`src/rtl/mmio_io_pkg.sv`:
```
// Shared definitions for the board I/O controller: register offsets,
// the 7-segment code type and the hex-glyph encoder.
package mmio_io_pkg;

   localparam logic [3:0] OFS_LED      = 4'h0;
   localparam logic [3:0] OFS_HEX_LO   = 4'h1;
   localparam logic [3:0] OFS_HEX_HI   = 4'h2;
   localparam logic [3:0] OFS_HEX_CTRL = 4'h3;
   localparam logic [3:0] OFS_SW       = 4'h4;
   localparam logic [3:0] OFS_SW_EDGE  = 4'h5;
   localparam logic [3:0] OFS_TIMER    = 4'h6;

   // Active-low segments: bit 7 = DP, bits 6:0 = g..a.
   typedef logic [7:0] seg7_t;

   function automatic seg7_t hex_to_seg7(input logic [3:0] nib, input logic dp);
      logic [6:0] glyph;
      case (nib)
         4'h0:    glyph = 7'h40;
         4'h1:    glyph = 7'h79;
         4'h2:    glyph = 7'h24;
         4'h3:    glyph = 7'h30;
         4'h4:    glyph = 7'h19;
         4'h5:    glyph = 7'h12;
         4'h6:    glyph = 7'h02;
         4'h7:    glyph = 7'h78;
         4'h8:    glyph = 7'h00;
         4'h9:    glyph = 7'h10;
         4'hA:    glyph = 7'h08;
         4'hB:    glyph = 7'h03;
         4'hC:    glyph = 7'h46;
         4'hD:    glyph = 7'h21;
         4'hE:    glyph = 7'h06;
         default: glyph = 7'h0E;
      endcase
      return {~dp, glyph};
   endfunction

endpackage

```
`src/rtl/sw_debounce.sv`:
```
// One switch bit: two-flop synchroniser, stability counter, debounced level
// and a single-cycle pulse asserted on the edge where the level rises.
module sw_debounce #(
   parameter int DEBOUNCE_CYCLES = 16
) (
   input  logic CLK,
   input  logic RST,
   input  logic raw,
   output logic deb,
   output logic rise
);

   localparam int CNT_W = $clog2(DEBOUNCE_CYCLES);
   localparam logic [CNT_W-1:0] CNT_LAST = CNT_W'(DEBOUNCE_CYCLES - 1);

   logic             sync_p0;
   logic             sync_p1;
   logic [CNT_W-1:0] cnt;
   logic             settle;

   // rise is combinational so the flag register captures it on the same
   // edge that deb itself goes high.
   assign settle = (sync_p1 != deb) && (cnt == CNT_LAST);
   assign rise   = settle && sync_p1;

   always_ff @(posedge CLK or negedge RST) begin
      if (!RST) begin
         sync_p0 <= 1'b0;
         sync_p1 <= 1'b0;
         cnt     <= '0;
         deb     <= 1'b0;
      end else begin
         // stage p0 -> p1: metastability filter
         sync_p0 <= raw;
         sync_p1 <= sync_p0;
         if (sync_p1 == deb) begin
            cnt <= '0;
         end else if (settle) begin
            deb <= sync_p1;
            cnt <= '0;
         end else begin
            cnt <= cnt + 1'b1;
         end
      end
   end

endmodule

```
`src/rtl/mmio_io_ctrl.sv`:
```
// Memory-mapped LED / 7-segment / switch / timer controller on the CPU data port.
// Build option: define MMIO_TIMER_EN to include the TIMER register and its counter.
module mmio_io_ctrl
   import mmio_io_pkg::*;
#(
   parameter logic [15:0] BASE_ADDR       = 16'hFF00,
   parameter int          DEBOUNCE_CYCLES = 16
) (
   input  logic        CLK,
   input  logic        RST,
   input  logic [15:0] bus_addr,
   input  logic [15:0] bus_wdata,
   input  logic        bus_we,
   input  logic        bus_re,
   output logic [15:0] bus_rdata,
   output logic        bus_hit,
   input  logic [9:0]  SW,
   output logic [9:0]  LEDS,
   output seg7_t       HEX0,
   output seg7_t       HEX1,
   output seg7_t       HEX2,
   output seg7_t       HEX3,
   output seg7_t       HEX4,
   output seg7_t       HEX5
);

   logic [3:0]  ofs;
   logic        wr;
   logic        rd;
   logic [9:0]  led_reg;
   logic [11:0] hex_lo;
   logic [11:0] hex_hi;
   logic [5:0]  blank;
   logic [5:0]  dp;
   logic [9:0]  sw_deb;
   logic [9:0]  sw_rise;
   logic [9:0]  edge_flags;
   logic [9:0]  edge_clr;
   logic [23:0] digits;
   seg7_t       seg_p0 [6];
   seg7_t       seg_p1 [6];

   assign bus_hit  = (bus_addr[15:4] == BASE_ADDR[15:4]);
   assign ofs      = bus_addr[3:0];
   assign wr       = bus_we && bus_hit;
   assign rd       = bus_re && bus_hit;
   assign edge_clr = (wr && ofs == OFS_SW_EDGE) ? bus_wdata[9:0] : 10'd0;
   assign digits   = {hex_hi, hex_lo};

   for (genvar g = 0; g < 10; g++) begin : g_deb
      sw_debounce #(.DEBOUNCE_CYCLES(DEBOUNCE_CYCLES)) u_deb (
         .CLK  (CLK),
         .RST  (RST),
         .raw  (SW[g]),
         .deb  (sw_deb[g]),
         .rise (sw_rise[g])
      );
   end

   for (genvar g = 0; g < 6; g++) begin : g_seg
      assign seg_p0[g] = blank[g] ? 8'hFF : hex_to_seg7(digits[4*g +: 4], dp[g]);
   end

   always_ff @(posedge CLK or negedge RST) begin
      if (!RST) begin
         led_reg    <= '0;
         hex_lo     <= '0;
         hex_hi     <= '0;
         blank      <= 6'h3F;
         dp         <= '0;
         edge_flags <= '0;
      end else begin
         if (wr) begin
            case (ofs)
               OFS_LED:      led_reg <= bus_wdata[9:0];
               OFS_HEX_LO:   hex_lo  <= bus_wdata[11:0];
               OFS_HEX_HI:   hex_hi  <= bus_wdata[11:0];
               OFS_HEX_CTRL: begin
                  blank <= bus_wdata[5:0];
                  dp    <= bus_wdata[13:8];
               end
               default: ;
            endcase
         end
         // a rise arriving together with a W1C clear must survive
         edge_flags <= (edge_flags & ~edge_clr) | sw_rise;
      end
   end

   // stage p0 -> p1: displays follow the registers one edge later
   always_ff @(posedge CLK or negedge RST) begin
      if (!RST) begin
         for (int i = 0; i < 6; i++) seg_p1[i] <= 8'hFF;
      end else begin
         for (int i = 0; i < 6; i++) seg_p1[i] <= seg_p0[i];
      end
   end

   assign LEDS = led_reg;
   assign HEX0 = seg_p1[0];
   assign HEX1 = seg_p1[1];
   assign HEX2 = seg_p1[2];
   assign HEX3 = seg_p1[3];
   assign HEX4 = seg_p1[4];
   assign HEX5 = seg_p1[5];

`ifdef MMIO_TIMER_EN
   logic [15:0] timer;

   always_ff @(posedge CLK or negedge RST) begin
      if (!RST) begin
         timer <= '0;
      end else if (wr && ofs == OFS_TIMER) begin
         timer <= bus_wdata;
      end else begin
         timer <= timer + 16'd1;
      end
   end
`else
   logic unused_wdata;
   assign unused_wdata = &{1'b0, bus_wdata[15:14]};
`endif

   always_comb begin
      bus_rdata = '0;
      if (rd) begin
         case (ofs)
            OFS_LED:      bus_rdata = {6'd0, led_reg};
            OFS_HEX_LO:   bus_rdata = {4'd0, hex_lo};
            OFS_HEX_HI:   bus_rdata = {4'd0, hex_hi};
            OFS_HEX_CTRL: bus_rdata = {2'd0, dp, 2'd0, blank};
            OFS_SW:       bus_rdata = {6'd0, sw_deb};
            OFS_SW_EDGE:  bus_rdata = {6'd0, edge_flags};
`ifdef MMIO_TIMER_EN
            OFS_TIMER:    bus_rdata = timer;
`endif
            default:      bus_rdata = '0;
         endcase
      end
   end

endmodule

```
`config.mk`:
```
export PLATFORM = sky130hd
export DESIGN_NAME = mmio_io_ctrl
export DESIGN_NICKNAME = d
export VERILOG_FILES = /design/src/rtl/mmio_io_pkg.sv /design/src/rtl/sw_debounce.sv /design/src/rtl/mmio_io_ctrl.sv
export SDC_FILE = /design/constraint.sdc
export NUM_CORES = 1
export LEC_CHECK = 0
export CAP_MARGIN = 0
export CORE_MARGIN = 2
export CORE_UTILIZATION = 44
export CTS_CLUSTER_DIAMETER = 40
export DETAILED_ROUTE_END_ITERATION = 8
export MAX_ROUTING_LAYER = met4
export PLACE_DENSITY = 0.77
export SLEW_MARGIN = 30
export SYNTH_ARGS = -nofsm -noshare
export SYNTH_HDL_FRONTEND = slang
export SYNTH_SLANG_ARGS = --single-unit
```
`constraint.sdc`:
```
create_clock -name CLK -period 1.31 [get_ports CLK]
set_input_delay 0.1965 -clock CLK [delete_from_list [all_inputs] [get_ports CLK]]
set_output_delay 0.1965 -clock CLK [all_outputs]
set_load 0.01 [all_outputs]
```
==> metrics.csv <==
stage,metric,value,unit
setup_path,crit_type,reg2out,
final_layout,final_util,66.1,%
setup_path,critPathTopFamily,compound AO/OA/AOI/OAI gates,
route,wl,24300,um
route,drc,0,
timing,setup_slack,-743,ps
placement,dp_hpwl,14600,um
placement,preCtsSetupSlack,-1240,ps
clock_tree,cts_tree,yes,
setup_path,worst_setup_path_end_kind,primary output,
clock_tree,clockBufferDepth,2,
pwr,power.leakage,5.82,nW
yosys,synth-edff-count,0,
route,first_iter_violations,509,
clock_tree,cts.sinks,174,
timing,finalHoldViolCount,0,
yosys,synth_area_per_cell,11.5,um2
final_layout,mostFrequentLayoutCell,dfrtp_1,
timing,finalSetupTns,-16550,ps
yosys,async_flop_share,100,%
pwr,ir_worst_vdd,996,uV
yosys,ys_top_cells_by_area,"dfrtp_1, dfstp_2, mux2_2, ha_1, o21ai_0",
clock_tree,clk_latency,440,ps
yosys,synth_largest_area_cell,dfrtp_1,
route,vias,6953,
floorplanning,die_y,143,um
floorplanning,start_util,45.3,%
timing,fmax,487,MHz
setup_path,cpPeakStageDelay,400,ps
hold_path,min_path_type,in2reg,
floorplanning,die-width,143,um
placement,place.gp.congestion,0.841,
setup_path,crit_buf_inv,1,
global_routing,grt_overflow,0,
setup_path,worst-path-max-fanout,2,
setup_path,slowest_stage,dfrtp_1,
timing,setup-violations-final,87,
yosys,synth-seq-cells,174,
final_layout,nFillCells,1290,
setup_path,reg2reg_slack,-270,ps
yosys,synth_warnings,0,
final_layout,nets,1091,
final_layout,layout-drive-gt1-share,52.6,%
job,maxCapViolations,0,
floorplanning,core_area,18900,um2
setup_path,reg2reg_from,hex_lo[0],
timing,finClkSkew,12.9,ps
pwr,power.total,11.7,mW
yosys,synthFlopType,dfrtp_1,
setup_path,crit_chain,"mux2_2, a22o_1, a222oi_1, nor2_1, buf_2",
setup_path,r2r.worst_path.cells,6,
global_routing,grt_pass1_wl,36800,um
hold_path,hp-start,SW[6],
floorplanning,dieArea,20600,um2
route,wl_per_cell,19.1,um
global_routing,grt_pass1_vias,7027,
floorplanning,io_pins,121,
setup_path,r2r-end,HEX0[6],
global_routing,antenna_found_initial,1,
clock_tree,htreeDepth,4,
final_layout,area_growth_syn_to_layout,46.0,%
timing,fin_crit_sh,157,%
yosys,ys_seq_area_share,51.7,%
global_routing,grt_use_total,23.8,%
setup_path,start_kind,flop,
clock_tree,cts_root_buffer,clkbuf_16,
yosys,ys_types,54,
yosys,syn_inst,744,
timing,drv_slew,0,
hold_path,hold_end,g_deb[6].u_deb.sync_p0,
final_layout,most-common-layout-cells,"dfrtp_1, buf_4, buf_2, buf_6, dfstp_2",
yosys,synth_top_area_share,35.1,%
setup_path,critical_path_arrival,1860,ps
route,ant_nets,0,
floorplanning,rows,50,
timing,rsz0062_at_grt,true,
route,firstDrtPassIters,5,
timing,min_period,2050,ps
placement,port_buffers,116,
hold_path,hold_depth,1,
setup_path,worstPathRequired,1110,ps
yosys,syn_area,8550,um2
status,outcome,finished with violations,
route,viasPerCell,5.46,
clock_tree,clk_pin_slew,70,ps
pwr,p_per_area,934,nW/um2
clock_tree,numCtsBuffers,17,
global_routing,grt_start_max_net_pins,41,
status,violations,negative setup slack,
[report_power, final]
part | switching (mW) | internal [mW]
Combinational | 0.394 | 0.393
Sequential | 0.0986 | 5.49
Clock | 2.18 | 3.11
[stage by stage]
| step | area [um2] | instances | hold WS (ps) |
|---|---|---|---|
| after floorplan | 8710 | 745 | -99.1 |
| after global placement | 11000 | 1209 | 96.5 |
| after detailed placement | 11000 | 1209 | 92.0 |
| after CTS | 12000 | 1264 | 184 |
| after global routing | 12500 | 1273 | 195 |
| final | 12500 | 1273 | 197 |
[sequential cells by signal, indices dropped and copies added (netlist names)]
name	cells
HEX2	8
blank	6
HEX4	8
LEDS	10
g_deb.u_deb.cnt	40
g_deb.u_deb.sync_p0	10
g_deb.u_deb.sync_p1	10
HEX1	8
g_deb.u_deb.deb	10
hex_hi	12
HEX0	8
dp	6
hex_lo	12
HEX3	8
edge_flags	10
HEX5	8
[worst max-delay path by stage]
stage                      startpoint       endpoint  slack [ps]  cells after the start
after global routing            dp[0]   bus_rdata[8]        -860                      5
final                           dp[0]   bus_rdata[8]        -740                      5
after floorplan           bus_addr[5]     hex_hi[10]        -350                      5
after global placement    bus_addr[4]  bus_rdata[10]       -1220                      8
after CTS                   hex_hi[4]   bus_rdata[4]        -700                      5
after detailed placement  bus_addr[4]  bus_rdata[10]       -1240                      8
[cell usage after synthesis, types with 6 or more instances]
cell / instances
a211o_1: 26
a211oi_1: 10
a21oi_1: 28
a22o_1: 6
a22oi_1: 9
a31oi_1: 13
and3_1: 6
clkbuf_1: 26
dfrtp_1: 120
dfstp_2: 54
ha_1: 46
inv_1: 29
mux2_2: 62
mux2_4: 11
nand2_1: 26
nand2b_1: 23
nand3_1: 13
nand4b_1: 8
nor2_1: 57
nor2b_1: 26
nor3b_1: 8
o21a_1: 6
o21ai_0: 48
xnor2_1: 20
[layer usage]
layer	vias to the layer above	part of all wire, %	global-route usage [%]	wire length, um
li1	3165	-	-	-
met1	3503	42	29.6	10300
met2	244	51	39.0	12300
met3	41	5.3	5.40	1290
met4	0	1.6	7.22	384
met5	-	0	-	0
[area by class of cell]
| class | count | area [um2] | area share, % |
|---|---|---|---|
| Sequential cell | 174 | 4420 | 35.4 |
| Tap cell | 260 | 325 | 2.61 |
| Timing Repair Buffer | 272 | 2310 | 18.5 |
| Clock buffer | 19 | 453 | 3.63 |
| Antenna cell | 1 | 2.50 | 0.0200 |
| Multi-Input combinational cell | 505 | 4660 | 37.3 |
| Inverter | 29 | 149 | 1.19 |
| Clock inverter | 13 | 163 | 1.30 |
[timing repair]
action	in CTS	in global routing
pin swaps	65	48
buffers inserted	24	21
endpoints found under the setup margin	155	113
cloned	3	0
endpoints found under the hold margin	126	0
hold buffers	1	0
resized for setup	492	121
[cells by family (layout without fill, tap and decap cells)]
| family | after synthesis | count (layout) | share of synthesized area [%] |
|---|---|---|---|
| AND/OR/NAND/NOR | 188 | 189 | 12.0 |
| XOR/XNOR | 21 | 21 | 2.15 |
| adder cells (fa/ha/maj) | 46 | 46 | 6.73 |
| other | 1 | 3 | 0.0438 |
| AO/OA/AOI/OAI | 168 | 168 | 13.1 |
| flip-flops | 174 | 174 | 51.7 |
| multiplexers | 79 | 79 | 10.8 |
| buffers and inverters | 67 | 333 | 3.39 |
Power figures use the tool's default switching activity.
